$ cat src/rtl/lcd_scan_out.sv
// LCD scan-out: captures a 64-pixel (8x8) image from the LCD controller and
// streams it to the panel with a valid/ready handshake, one frame per done edge.
module lcd_scan_out (
  input  logic       clk,
  input  logic       reset,
  input  logic       IRAM_valid,
  input  logic [5:0] IRAM_A,
  input  logic [7:0] IRAM_D,
  input  logic       done,
  input  logic       pix_ready,
  output logic       pix_valid,
  output logic [7:0] pix_data,
  output logic [2:0] pix_x,
  output logic [2:0] pix_y,
  output logic       line_start,
  output logic       frame_end,
  output logic       drop_err,
  output logic [7:0] frame_cnt
);

  localparam int unsigned AW    = 6;
  localparam int unsigned DW    = 8;
  localparam int unsigned DEPTH = 64;
  localparam int unsigned CW    = 8;
  localparam int unsigned XW    = 3;

  typedef enum logic [1:0] {
    S_CAPTURE = 2'd0,
    S_SEND    = 2'd1,
    S_GAP     = 2'd2
  } state_e;

  state_e          state_q, state_d;
  logic [AW-1:0]   index_q, index_d;
  logic            done_q;
  logic            pix_valid_q, pix_valid_d;
  logic [DW-1:0]   pix_data_q, pix_data_d;
  logic            line_start_q, line_start_d;
  logic            frame_end_q, frame_end_d;
  logic            drop_err_q, drop_err_d;
  logic [CW-1:0]   frame_cnt_q, frame_cnt_d;

  logic [DW-1:0]   mem_q [DEPTH];
  logic            wr_en;
  logic            done_rise;
  logic [AW-1:0]   index_nxt;

  assign done_rise = done & ~done_q;
  assign index_nxt = index_q + AW'(1);

  // Frame buffer: written only while capturing, contents survive reset
  always_ff @(posedge clk) begin
    if (wr_en) begin
      mem_q[IRAM_A] <= IRAM_D;
    end
  end

  // State and output registers
  always_ff @(posedge clk or negedge reset) begin
    if (!reset) begin
      state_q      <= S_CAPTURE;
      index_q      <= '0;
      done_q       <= 1'b0;
      pix_valid_q  <= 1'b0;
      pix_data_q   <= '0;
      line_start_q <= 1'b0;
      frame_end_q  <= 1'b0;
      drop_err_q   <= 1'b0;
      frame_cnt_q  <= '0;
    end else begin
      state_q      <= state_d;
      index_q      <= index_d;
      done_q       <= done;
      pix_valid_q  <= pix_valid_d;
      pix_data_q   <= pix_data_d;
      line_start_q <= line_start_d;
      frame_end_q  <= frame_end_d;
      drop_err_q   <= drop_err_d;
      frame_cnt_q  <= frame_cnt_d;
    end
  end

  // Next-state and next-output logic
  always_comb begin
    state_d      = state_q;
    index_d      = index_q;
    pix_valid_d  = pix_valid_q;
    pix_data_d   = pix_data_q;
    line_start_d = line_start_q;
    frame_end_d  = frame_end_q;
    frame_cnt_d  = frame_cnt_q;
    wr_en        = 1'b0;
    // Any write outside capture is lost and flagged until reset
    drop_err_d   = drop_err_q | (IRAM_valid & (state_q != S_CAPTURE));

    case (state_q)
      S_CAPTURE: begin
        wr_en = IRAM_valid;
        if (done_rise) begin
          state_d      = S_SEND;
          index_d      = '0;
          pix_valid_d  = 1'b1;
          // Same-edge write to pixel 0 must reach the first presented pixel
          pix_data_d   = (IRAM_valid && (IRAM_A == AW'(0))) ? IRAM_D : mem_q[0];
          line_start_d = 1'b1;
          frame_end_d  = 1'b0;
        end
      end
      S_SEND: begin
        if (pix_ready) begin
          if (index_q == AW'(DEPTH - 1)) begin
            state_d      = S_GAP;
            index_d      = '0;
            pix_valid_d  = 1'b0;
            line_start_d = 1'b0;
            frame_end_d  = 1'b0;
            frame_cnt_d  = frame_cnt_q + CW'(1);
          end else begin
            index_d      = index_nxt;
            pix_data_d   = mem_q[index_nxt];
            line_start_d = (index_nxt[XW-1:0] == XW'(0));
            frame_end_d  = (index_nxt == AW'(DEPTH - 1));
          end
        end
      end
      S_GAP: begin
        state_d = S_CAPTURE;
      end
      default: begin
        state_d = S_CAPTURE;
      end
    endcase
  end

  assign pix_valid  = pix_valid_q;
  assign pix_data   = pix_data_q;
  assign pix_x      = index_q[XW-1:0];
  assign pix_y      = index_q[AW-1:XW];
  assign line_start = line_start_q;
  assign frame_end  = frame_end_q;
  assign drop_err   = drop_err_q;
  assign frame_cnt  = frame_cnt_q;

endmodule
$ cat config.mk
export PLATFORM = sky130hd
export DESIGN_NAME = lcd_scan_out
export DESIGN_NICKNAME = d
export VERILOG_FILES = /design/src/rtl/lcd_scan_out.sv
export SDC_FILE = /design/constraint.sdc
export NUM_CORES = 1
export LEC_CHECK = 0
export ABC_AREA = 1
export BUFFER_PORTS_ARGS = -buffer_cell sky130_fd_sc_hd__buf_4
export CORE_MARGIN = 4
export CORE_UTILIZATION = 40
export CTS_BUF_LIST = sky130_fd_sc_hd__clkbuf_8
export CTS_CLUSTER_DIAMETER = 80
export DETAILED_ROUTE_END_ITERATION = 12
export HOLD_SLACK_MARGIN = 0.1
export PLACE_DENSITY = 0.63
export REMOVE_ABC_BUFFERS = 1
export SKIP_LAST_GASP = 1
export SYNTH_ARGS = -nofsm -noshare
export SYNTH_HDL_FRONTEND = slang
export SYNTH_SLANG_ARGS = --single-unit
$ cat constraint.sdc
create_clock -name clk -period 3 [get_ports clk]
set_input_delay 0.45 -clock clk [delete_from_list [all_inputs] [get_ports clk]]
set_output_delay 0.45 -clock clk [all_outputs]
set_load 0.03 [all_outputs]
# After elaboration in Yosys (flattened, before gate mapping)
# Memory sizes are Yosys's and may differ from the RTL's.
# Cells that the tools add are included.
[totals] ramBits=512 reg_bits=29 inputBits=19 memories=1 out_inout_bits=26
[classes] n_addsub=2 bitwise=4 muxes=27 eq_ne=7 n_reduce_logical=11
[memory_table] name="mem_q" depth=64 width=8 rd=2 rd_clocked_by_memory_dff=0 write_ports=1 line="43" rtl="logic [DW-1:0] mem_q [DEPTH];"
[ops] operator="two-way mux 8 bit" n=4
[ops] operator="two-way mux 6 bit" n=3
[ops] operator="one-hot mux 8 bit (2 select lines)" n=1
[ops] operator="== test 6 bit, second input constant" n=2
[ops] operator="one-hot mux 6 bit (2 select lines)" n=1
[ops] operator="two-way mux 1 bit" n=11
[ops] operator="AND reduction 3 bit" n=3
[ops] operator="adder 8 x 1 -> 8 bit, second input constant" n=1
[ops] operator="inequality test 2 bit, second input constant" n=4
[ops] operator="AND reduction 4 bit" n=2
[ops] operator="adder 6 x 1 -> 6 bit, second input constant" n=1
[ops] operator="zero test 6 bit" n=1
[ops] operator="two-way mux 2 bit" n=3
[ops] operator="one-hot mux 1 bit (2 select lines)" n=3
[ops] operator="one-hot mux 2 bit (2 select lines)" n=1
[ops] operator="nonzero test 2 bit" n=2
[ops] operator="zero test 3 bit" n=1
[ops] operator="bitwise AND 1 bit" n=2
[ops] operator="== test 2 x 1 -> 1 bit, second input constant" n=1
[ops] operator="zero test 2 bit" n=1
[ops] operator="logical AND 1 bit" n=1
[ops] operator="inverter 1 bit" n=1
[ops] operator="OR 1 bit" n=1

# Logic depth before layout (Yosys ltp)
# Gate-level depths: netlist of run 1.
[depth] word_depth=5 ltp_mapped=16 mapped_depth_nobuf=12

# Worst setup path before layout of run 1
# No wires, ideal clock.
[synth_timing] path_kind="register to register" from="register index_q[0]" to="register pix_data_q[4], in the netlist pix_data[4]" period_less_slack_ns=2.505 path_stages_with_launch=17 arrival_time_ns=2.389 setup_slack_ns=0.495 path_cell_list="dfrtp_1 > inv_2 > buf_2 > buf_2 > ha_1 > buf_2 > inv_2 > clkbuf_1 > nor2_1 > o21ai_0 > nand3_1 > nand3_1 > nand3_1 > nand3_1 > nand3_1 > nand2_1 > nand2_1"
[synth_between] elab_chain_len=5 elab_cells_between_ends=8
[synth_rtl] element="from (decl)" line="34" rtl="logic [AW-1:0] index_q, index_d;"
[synth_rtl] element="from (signal assigned)" line="72" rtl="index_q <= index_d;"
[synth_rtl] element="adder 6 x 1 -> 6 bit" line="49" rtl="assign index_nxt = index_q + AW'(1);"
[synth_rtl] element="memory read (64 x 8 bit)"
[synth_rtl] element="two-way mux 8 bit" line="111" rtl="if (index_q == AW'(DEPTH - 1)) begin"
[synth_rtl] element="two-way mux 8 bit" line="110" rtl="if (pix_ready) begin"
[synth_rtl] element="one-hot mux 8 bit (2 select lines)" line="96" rtl="case (state_q)"
[synth_rtl] element="to (signal assigned)" line="75" rtl="pix_data_q <= pix_data_d;"
[synth_rtl] element="to (decl)" line="37" rtl="logic [DW-1:0] pix_data_q, pix_data_d;"
# Parallel ways exist; a longest one is shown, timed or not. The select of a mux whose other input is x is not followed.
# A chain may end at the register's enable or synchronous reset.

# Worst setup path after layout of run 1
[layout_timing] from="register index_q[0]" to="register pix_data_q[7], in the netlist pix_data[7]"
# Same word-level chain as after synthesis.

==> results of run 1 <==
[repair_timing]
action | in CTS | in global routing
gates resized for setup | 0 | 0
hold buffers | 3 | 0
hold endpoints to repair | 31 | 0
[power by group]
| part | internal, uW | switching [uW] |
|---|---|---|
| clock | 2850 | 2820 |
| combinational | 2390 | 6030 |
| sequential | 8380 | 169 |
[stage by stage]
| stage | cells | total power [uW] | hold slack, ns | setup WS (ns) |
|---|---|---|---|---|
| 6_report | 3118 | 22600 | 0.182 | 0.500 |
| 5_1_grt | 3116 | 24000 | 0.143 | 0.339 |
| 4_1_cts | 3116 | 22700 | 0.140 | 0.538 |
| 3_5_place_dp | 2961 | 17100 | 0.433 | 0.541 |
| 3_3_place_gp | 2961 | 17100 | 0.427 | 0.555 |
| 2_1_floorplan | 2079 | 13400 | 0.154 | -9.83 |
[flip-flops by register name, indices dropped and copies added (netlist names), 2 cells and up]
signal and count:
state_q 2, index_q 6, frame_cnt 8, mem_q 512
pix_data 8
[cells by family (layout without fill, tap and decap cells)]
logic type / count (synthesis) / after routing
buffers and inverters: 297 / 469
xor gates and xnor gates: 8 / 8
adders and majority gates: 4 / 4
and+or+nand+nor: 1261 / 1261
AOI/OAI and AO/OA: 77 / 77
other: 0 / 2
DFF: 541 / 541
[metal layers]
metal  up-vias  global-route usage (%)  wire length, um
li1       7529                       -                -
met1      7800                    27.4            26600
met2       644                    31.1            28600
met3       105                    5.16             5550
met4         0                    5.50             1420
met5         -                       0                0
[worst max-delay path by stage]
stage	start	to	slack [ns]	cells after the start
global route	index_q[0]$_DFFE_PN0P_	pix_data[0]$_DFFE_PN0P_	0.34	12
finish	index_q[0]$_DFFE_PN0P_	pix_data[7]$_DFFE_PN0P_	0.50	11
CTS	index_q[0]$_DFFE_PN0P_	pix_data[3]$_DFFE_PN0P_	0.54	11
global placement	index_q[0]$_DFFE_PN0P_	pix_data[0]$_DFFE_PN0P_	0.56	12
detailed placement	IRAM_A[1]	mem_q[55][0]$_DFFE_PP_	0.54	5
floorplan	index_q[0]$_DFFE_PN0P_	pix_data[3]$_DFFE_PN0P_	-9.83	11
[tightest hold or removal path: stages]
cell and delay [ns]:
sky130_fd_sc_hd__buf_4 0.08, sky130_fd_sc_hd__inv_1 0.11, sky130_fd_sc_hd__o21bai_1 0.15
[synthesized netlist by cell type]
master	number	share of area [%]
sky130_fd_sc_hd__nor3b_1	1	0.032
sky130_fd_sc_hd__inv_1	181	2.9
sky130_fd_sc_hd__nand3_1	328	7.1
sky130_fd_sc_hd__nor3_1	8	0.17
sky130_fd_sc_hd__or2_1	1	0.027
sky130_fd_sc_hd__nor2_1	162	2.6
sky130_fd_sc_hd__o22ai_1	4	0.11
sky130_fd_sc_hd__nor2_2	1	0.027
sky130_fd_sc_hd__buf_1	9	0.15
sky130_fd_sc_hd__o32ai_1	1	0.038
sky130_fd_sc_hd__nand2_4	1	0.049
sky130_fd_sc_hd__ha_1	4	0.22
sky130_fd_sc_hd__xor2_1	4	0.15
sky130_fd_sc_hd__inv_2	6	0.097
sky130_fd_sc_hd__buf_2	49	1.1
sky130_fd_sc_hd__nor2_4	3	0.15
sky130_fd_sc_hd__nand2_2	1	0.027
sky130_fd_sc_hd__o211ai_1	4	0.13
sky130_fd_sc_hd__clkinv_1	1	0.016
sky130_fd_sc_hd__nand2_1	749	12
sky130_fd_sc_hd__clkbuf_1	28	0.45
sky130_fd_sc_hd__buf_6	2	0.097
sky130_fd_sc_hd__nor3_4	1	0.070
sky130_fd_sc_hd__o21ai_0	64	1.4
sky130_fd_sc_hd__nand4_1	3	0.081
sky130_fd_sc_hd__o21bai_1	1	0.032
sky130_fd_sc_hd__dfrtp_1	29	3.1
sky130_fd_sc_hd__xor2_2	1	0.070
sky130_fd_sc_hd__xnor2_1	3	0.11
sky130_fd_sc_hd__edfxtp_1	512	66
sky130_fd_sc_hd__nor3_2	2	0.087
sky130_fd_sc_hd__buf_4	21	0.68
sky130_fd_sc_hd__o21ai_1	3	0.065
[cell type report]
class                   count  share of cell area [%]
clock inverters            62                    1.04
repair buffers            129                    4.16
well taps                 756                    3.62
inverters                 188                    2.73
diodes                      2                  0.0191
multi-input cells        1350                    22.1
clock buffers              90                    4.74
flip-flops and latches    541                    61.6
==> implementation parameters, run 1 <==
Parameter                              Value

Route
  Total routed wirelength    62.1 mm
  Via count    16078
  Number of DRC violations after detailed routing    0
  Residual antenna-violating net count after detailed routing    0
  Average wire length per cell after detail routing    19.9 um
  DRT Pass-1 Iters    5
  Initial DRC Count    1777
  Avg Vias per Cell    5.16

GRT
  Pin count of the biggest net entering global routing    148
  First-pass GRT wire length    95.0 mm
  Congestion Overflow GR    0
  All-layer global routing usage    19.8%
  Vias in the first global route    15688
  Antenna violations before repair    0

Synth
  Adder-cell share of the synthesized area    0.216%
  Yosys synthesis warning count    0
  Post-Syn Instances    2188
  Main combinational cell family by area after synthesis    simple AND/OR/NAND/NOR gates
  Parity-gate share of the synthesized area counting xor and xnor cells    0.335%
  Sequential element share of the synthesized area    69.6%
  Number of different library cells in the post-synthesis netlist    33
  Proportion of synthesized area in mux cells    0%
  Post-synth design cell area    0.0231 mm^2
  Compound-Gate Fraction of Synth Area    1.76%
  Synth Register Bits    541
  Synthesized-area fraction occupied by and/or/nand/nor cells    22.6%
  Avg Inst Size Synth    10.6 um^2

STA
  Final critical path time including I/O delays and setup    2.50 ns
  Final worst path period share    83.3%
  Endpoints failing setup    0
  RSZ-0062 raised after global routing    false
  Final-report hold violation count    0
  Max Slew Vio Count    0
  Setup skew after layout    0.0323 ns
  Transition time of the tightest slew-check pin    0.852 ns
  Aggregate negative setup slack    0 ns
  Normalized max-slew margin    43.2%
  Fmax    400 MHz

Floorplanning
  Initial core utilization    40.7%
  Die span in y    248 um
  Area enclosed by the die boundary    0.0617 mm^2
  Horizontal die dimension    248 um
  Number of top-level pins    45
  Placement Rows    87
  Std-Cell Core Area    0.0568 mm^2

Hold path
  Worst Hold Launch    IRAM_valid
  WHS Endpoint    drop_err$_DFF_PN0_
  Worst min-delay path class    input pin to register
  Worst hold path stage count    3

Clock tree
  Clock tree root buffer cell    sky130_fd_sc_hd__clkbuf_8
  CTS Sinks    541
  Post CTS Setup Buffer Count    0
  Reg clk slew, reported paths    0.06 ns
  Clock Tree Buf Depth    3
  Clock latency reported for the late side of the worst-skew pair    0.66 ns
  Clock tree from TritonCTS    yes
  Maximum level of the CTS H-tree    3
  Clock buffers created by TritonCTS    87

Worst setup path
  Largest stage delay on the critical path    0.53 ns
  Critical path's top delay family    simple AND/OR/NAND/NOR gates
  Critical path capture point type    register
  Biggest fanout along the worst timing path    30
  Reg2Reg Depth    11
  Minimum setup slack among reg-to-reg paths    0.50 ns
  Most repeated library cell on the critical path    sky130_fd_sc_hd__nand3_1
  Setup Crit Path Kind    register to register
  Buffers and inverters on the worst path    2
  Source of the worst register-to-register timing path    index_q[0]$_DFFE_PN0P_
  Endpoint of the worst-slack reg-to-reg timing path    pix_data[7]$_DFFE_PN0P_
  Crit path DAT    3.05 ns
  Worst endpoint required time    3.55 ns
  Cell-by-cell listing of the critical path    ha_1, ha_2, inv_2, buf_12, nand3_1, nand3_1, nand3_1, nand3_1, nand3_1, nand2_1, nand2_1
  Critical Path Source Type    register
  Standard cell with the maximum stage delay on the critical path    sky130_fd_sc_hd__dfrtp_4

Final layout
  Area Overhead vs Synth    13.0%
  Ratio of cells with drive above 1 in the final layout    10.5%
  Register Area    0.0161 mm^2
  Commonest non-fill, non-tap cells in the layout    749 x sky130_fd_sc_hd__nand2_1, 512 x sky130_fd_sc_hd__edfxtp_1, 328 x sky130_fd_sc_hd__nand3_1
  Final core area utilization    46.0%
  Fin nets    2320
  Fill count    5271
  Area of combinational cells with multiple inputs    0.00578 mm^2
  Post-route cell area    0.0261 mm^2
  Most frequent standard cell in the layout excluding fill and tap cells    sky130_fd_sc_hd__nand2_1

Place
  Post-DP Area    0.0246 mm^2
  RD Place Congestion    0.935
  Buffers added on ports    44
  Post-detail-place hpwl    37.1 mm

Power and ir drop
  Power per Cell Area    866 mW/mm^2
  Max IR drop VDD    0.00123 V
  Leakage dissipation    0.0105 uW

Outcome
  Run status    finished, final reports clean

Run
  Max-Cap Viols    0
(Power assumes the default switching activity.)
==> run 2, diff against run 1 <==
Settings changed: ABC_AREA 1 to 0, PLACE_DENSITY 0.63 to 0.65.
Clock period 3 ns to 2 ns, I/O delays scaled along.
==> implementation parameters, run 2 <==
Parameter                              Value

Synth
  Yosys top cell area share    71.1% (+4.7 points)
  Largest cells by area after synthesis    sky130_fd_sc_hd__edfxtp_1 71%, sky130_fd_sc_hd__mux4_2 13%, sky130_fd_sc_hd__dfrtp_1 3.4%
  Library cell occupying the most area in the post-synthesis netlist    sky130_fd_sc_hd__edfxtp_1
  Synth top cells by count    512 x sky130_fd_sc_hd__edfxtp_1, 128 x sky130_fd_sc_hd__mux4_2, 97 x sky130_fd_sc_hd__nor2_1
  Avg Inst Size Synth    19.8 um^2 (+88%)
  Post-Syn Instances    1089 (-50%)
  Most frequent cell after synthesis    sky130_fd_sc_hd__edfxtp_1
  Post-synth design cell area    0.0216 mm^2 (-6.6%)
  Synth Register Bits    541 (unchanged)
  Most used flip-flop cell after synthesis    sky130_fd_sc_hd__edfxtp_1
  Yosys synthesis warning count    0 (unchanged)
  Sequential element share of the synthesized area    74.5% (+4.9 points)
  Share of flip-flops with an asynchronous set or reset    5.36% (unchanged)
  Number of enable flip-flop cells after synthesis    512 (unchanged)
  Number of different library cells in the post-synthesis netlist    47 (+42%)

Hold path
  Worst min-delay path class    input pin to async pin

Final layout
  Fill count    4258 (-19%)
  Reg with most FFs    mem_q
  Max reg flops    512 (unchanged)
  Fin nets    1410 (-39%)
  Register Area    0.0161 mm^2 (about the same)
  Non-filler cells in the finished layout    2147 (-31%)
  Area of combinational cells with multiple inputs    0.00549 mm^2 (-5.0%)
  Area Overhead vs Synth    23.0%
  Diode insertion count for antenna repair    0 (-2)
  Ratio of cells with drive above 1 in the final layout    39.8% (+29 points)
  Commonest non-fill, non-tap cells in the layout    512 x sky130_fd_sc_hd__edfxtp_1, 221 x sky130_fd_sc_hd__buf_4, 128 x sky130_fd_sc_hd__mux4_2
  Most frequent standard cell in the layout excluding fill and tap cells    sky130_fd_sc_hd__edfxtp_1

GRT
  Pin count of the biggest net entering global routing    65 (-56%)
  First-pass GRT wire length    78.7 mm (-17%)
  All-layer global routing usage    18.5% (-1.2 points)
  Antenna violations before repair    0 (unchanged)
  Congestion Overflow GR    0 (unchanged)
  Vias in the first global route    11996 (-24%)

Run
  Max-Cap Viols    0 (unchanged)

STA
  Final setup margin    -0.577 ns (-1.08 ns)
  Final worst path period share    129% (+46 points)
  Endpoints failing setup    29 (+29)
  Final-report hold violation count    0 (unchanged)
  Transition time of the tightest slew-check pin    0.780 ns (-0.0720 ns)
  Max Slew Vio Count    0 (unchanged)
  RSZ-0062 raised after global routing    true
  Fmax    388 MHz (-3.0%)
  Final critical path time including I/O delays and setup    2.58 ns (+0.0773 ns)
  Aggregate negative setup slack    -4.84 ns (-4.84 ns)
  Setup skew after layout    0.0264 ns (-0.00588 ns)
  Normalized max-slew margin    48.0% (+4.8 points)

Outcome
  Run status    finished with violations
  Violations in the final reports    negative setup slack

Route
  DRT Pass-1 Iters    5 (unchanged)
  Average wire length per cell after detail routing    25.1 um (+26%)
  Avg Vias per Cell    5.55 (+7.6%)
  Via count    11912 (-26%)
  Initial DRC Count    1346 (-24%)
  Total routed wirelength    53.8 mm (-13%)
  Residual antenna-violating net count after detailed routing    0 (unchanged)
  Number of DRC violations after detailed routing    0 (unchanged)

Worst setup path
  Biggest fanout along the worst timing path    8 (-73%)
  Setup Crit Path Kind    register to register
  Critical Path Source Type    register
  Worst endpoint required time    2.52 ns (-1.03 ns)
  Critical path capture point type    register
  Crit path DAT    3.10 ns (+0.05 ns)

Clock tree
  Clock latency reported for the late side of the worst-skew pair    0.65 ns (about the same)
  Clock tree root buffer cell    sky130_fd_sc_hd__clkbuf_8
  Maximum level of the CTS H-tree    3 (unchanged)
  Clock buffers created by TritonCTS    87 (unchanged)
  Clock tree from TritonCTS    yes
  Reg clk slew, reported paths    0.06 ns (about the same)
  Clock Tree Buf Depth    3 (unchanged)
  CTS Sinks    541 (unchanged)

Power and ir drop
  Max IR drop VDD    0.000799 V (-35%)
  Leakage dissipation    0.00906 uW (-13%)
  Power per Cell Area    1270 mW/mm^2 (+47%)

Place
  Post-placement setup slack    -0.743 ns (-1.28 ns)
  RD Place Congestion    0.858 (-8.3%)
  Number of placed instances with taps included    1963 (-34%)
  Buffers added on ports    44 (unchanged)
  Post-detail-place hpwl    34.5 mm (-7.1%)

Floorplanning
  Initial core utilization    40.8% (+0.085 points)
  Number of top-level pins    45 (unchanged)
  Std-Cell Core Area    0.0530 mm^2 (-6.8%)
  Die span in y    240 um (-3.2%)
  Area enclosed by the die boundary    0.0578 mm^2 (-6.4%)
  Horizontal die dimension    240 um (-3.2%)
  Placement Rows    84 (-3.4%)
## run 2: cell count changes after synthesis, moves of 25 or more
| cell | before | now |
|---|---|---|
| sky130_fd_sc_hd__o21ai_0 | 64 | 26 |
| sky130_fd_sc_hd__buf_2 | 49 | 24 |
| sky130_fd_sc_hd__nand3_1 | 328 | 8 |
| sky130_fd_sc_hd__inv_1 | 181 | 1 |
| sky130_fd_sc_hd__nand2_1 | 749 | 19 |
| sky130_fd_sc_hd__mux4_2 | 0 | 128 |
| sky130_fd_sc_hd__nor2_1 | 162 | 97 |
| sky130_fd_sc_hd__mux2i_1 | 0 | 47 |
## run 2: final timing paths
| check | from | to | slack [ns] | cells after the start |
|---|---|---|---|---|
| min in group clk | IRAM_D[2] | mem_q[4][2]$_DFFE_PP_ | 0.20 | 2 |
| worst min register to register | frame_cnt[7]$_DFFE_PN0P_ | frame_cnt[7]$_DFFE_PN0P_ | 0.47 | 1 |
| worst max-delay path | index_q[0]$_DFFE_PN0P_ | pix_data[5]$_DFFE_PN0P_ | -0.58 | 11 |
| worst max register to register | index_q[0]$_DFFE_PN0P_ | pix_data[5]$_DFFE_PN0P_ | -0.58 | 11 |
| worst min-delay path | reset | pix_data[2]$_DFFE_PN0P_ | 0.15 | 2 |
| max in group asynchronous | reset | index_q[0]$_DFFE_PN0P_ | 1.51 | 2 |
## run 2: report_power, final
| part | switching (uW) | total [uW] | leakage (uW) | internal [uW] |
|---|---|---|---|---|
| clock network | 4320 | 8880 | 0.000929 | 4560 |
| registers | 290 | 12800 | 0.00497 | 12600 |
| logic | 5790 | 12000 | 0.00316 | 6250 |
| total | 10400 | 33800 | 0.00906 | 23400 |
## run 2: routing by layer
| layer | share of wire, % | GRT usage [%] | up-vias |
|---|---|---|---|
| met5 | 0 | 0 | - |
| met4 | 2.0 | 5.40 | 0 |
| met3 | 7.9 | 3.90 | 75 |
| met2 | 48 | 29.4 | 514 |
| met1 | 42 | 26.2 | 6212 |
| li1 | - | - | 5111 |
## run 2: critical path, stage by stage (launching register included)
cell and delay (ns):
sky130_fd_sc_hd__dfrtp_4 0.49, sky130_fd_sc_hd__inv_4 0.05, sky130_fd_sc_hd__ha_4 0.35, sky130_fd_sc_hd__buf_12 0.17, sky130_fd_sc_hd__buf_12 0.14, sky130_fd_sc_hd__buf_4 0.14
sky130_fd_sc_hd__mux4_2 0.32, sky130_fd_sc_hd__a211oi_2 0.24, sky130_fd_sc_hd__a21oi_2 0.09, sky130_fd_sc_hd__a211oi_2 0.22, sky130_fd_sc_hd__buf_4 0.15, sky130_fd_sc_hd__o32ai_1 0.08
## run 2: kinds of logic after synthesis
logic type / Yosys count / share of synthesized area, %
compound gates: 112 / 3.67
flops: 541 / 74.5
simple gates: 181 / 4.03
xor+xnor: 11 / 0.446
fa+ha+maj: 4 / 0.232
buf+inv: 64 / 1.55
mux: 176 / 15.6
## run 2: what timing repair did
action,CTS,global route
setup buffers,3,14
endpoints found under the hold margin,36,0
hold buffers,4,0
gates cloned,0,3
gates resized for setup,24,72
endpoints found under the setup margin,451,119
pin swaps,4,14
## run 2: metrics by stage
step	hold WS, ns	instance area, um^2	utilization [%]	total power (uW)
4_1_cts	0.113	26100	49.2	33000
6_report	0.146	26600	50.2	33800
5_1_grt	0.148	26600	50.2	35200
2_1_floorplan	0.00441	21300	-	17000
3_3_place_gp	0.265	24300	45.9	23800
3_5_place_dp	0.273	24300	45.9	23900
## run 2: area by class of cell
class | count | share of cell area, %
clock buffers | 92 | 4.76
repair buffers | 271 | 9.38
multi-input cells | 484 | 20.6
inverters | 2 | 0.0376
clock inverters | 69 | 1.38
flip-flops and latches | 541 | 60.6
well taps | 688 | 3.24
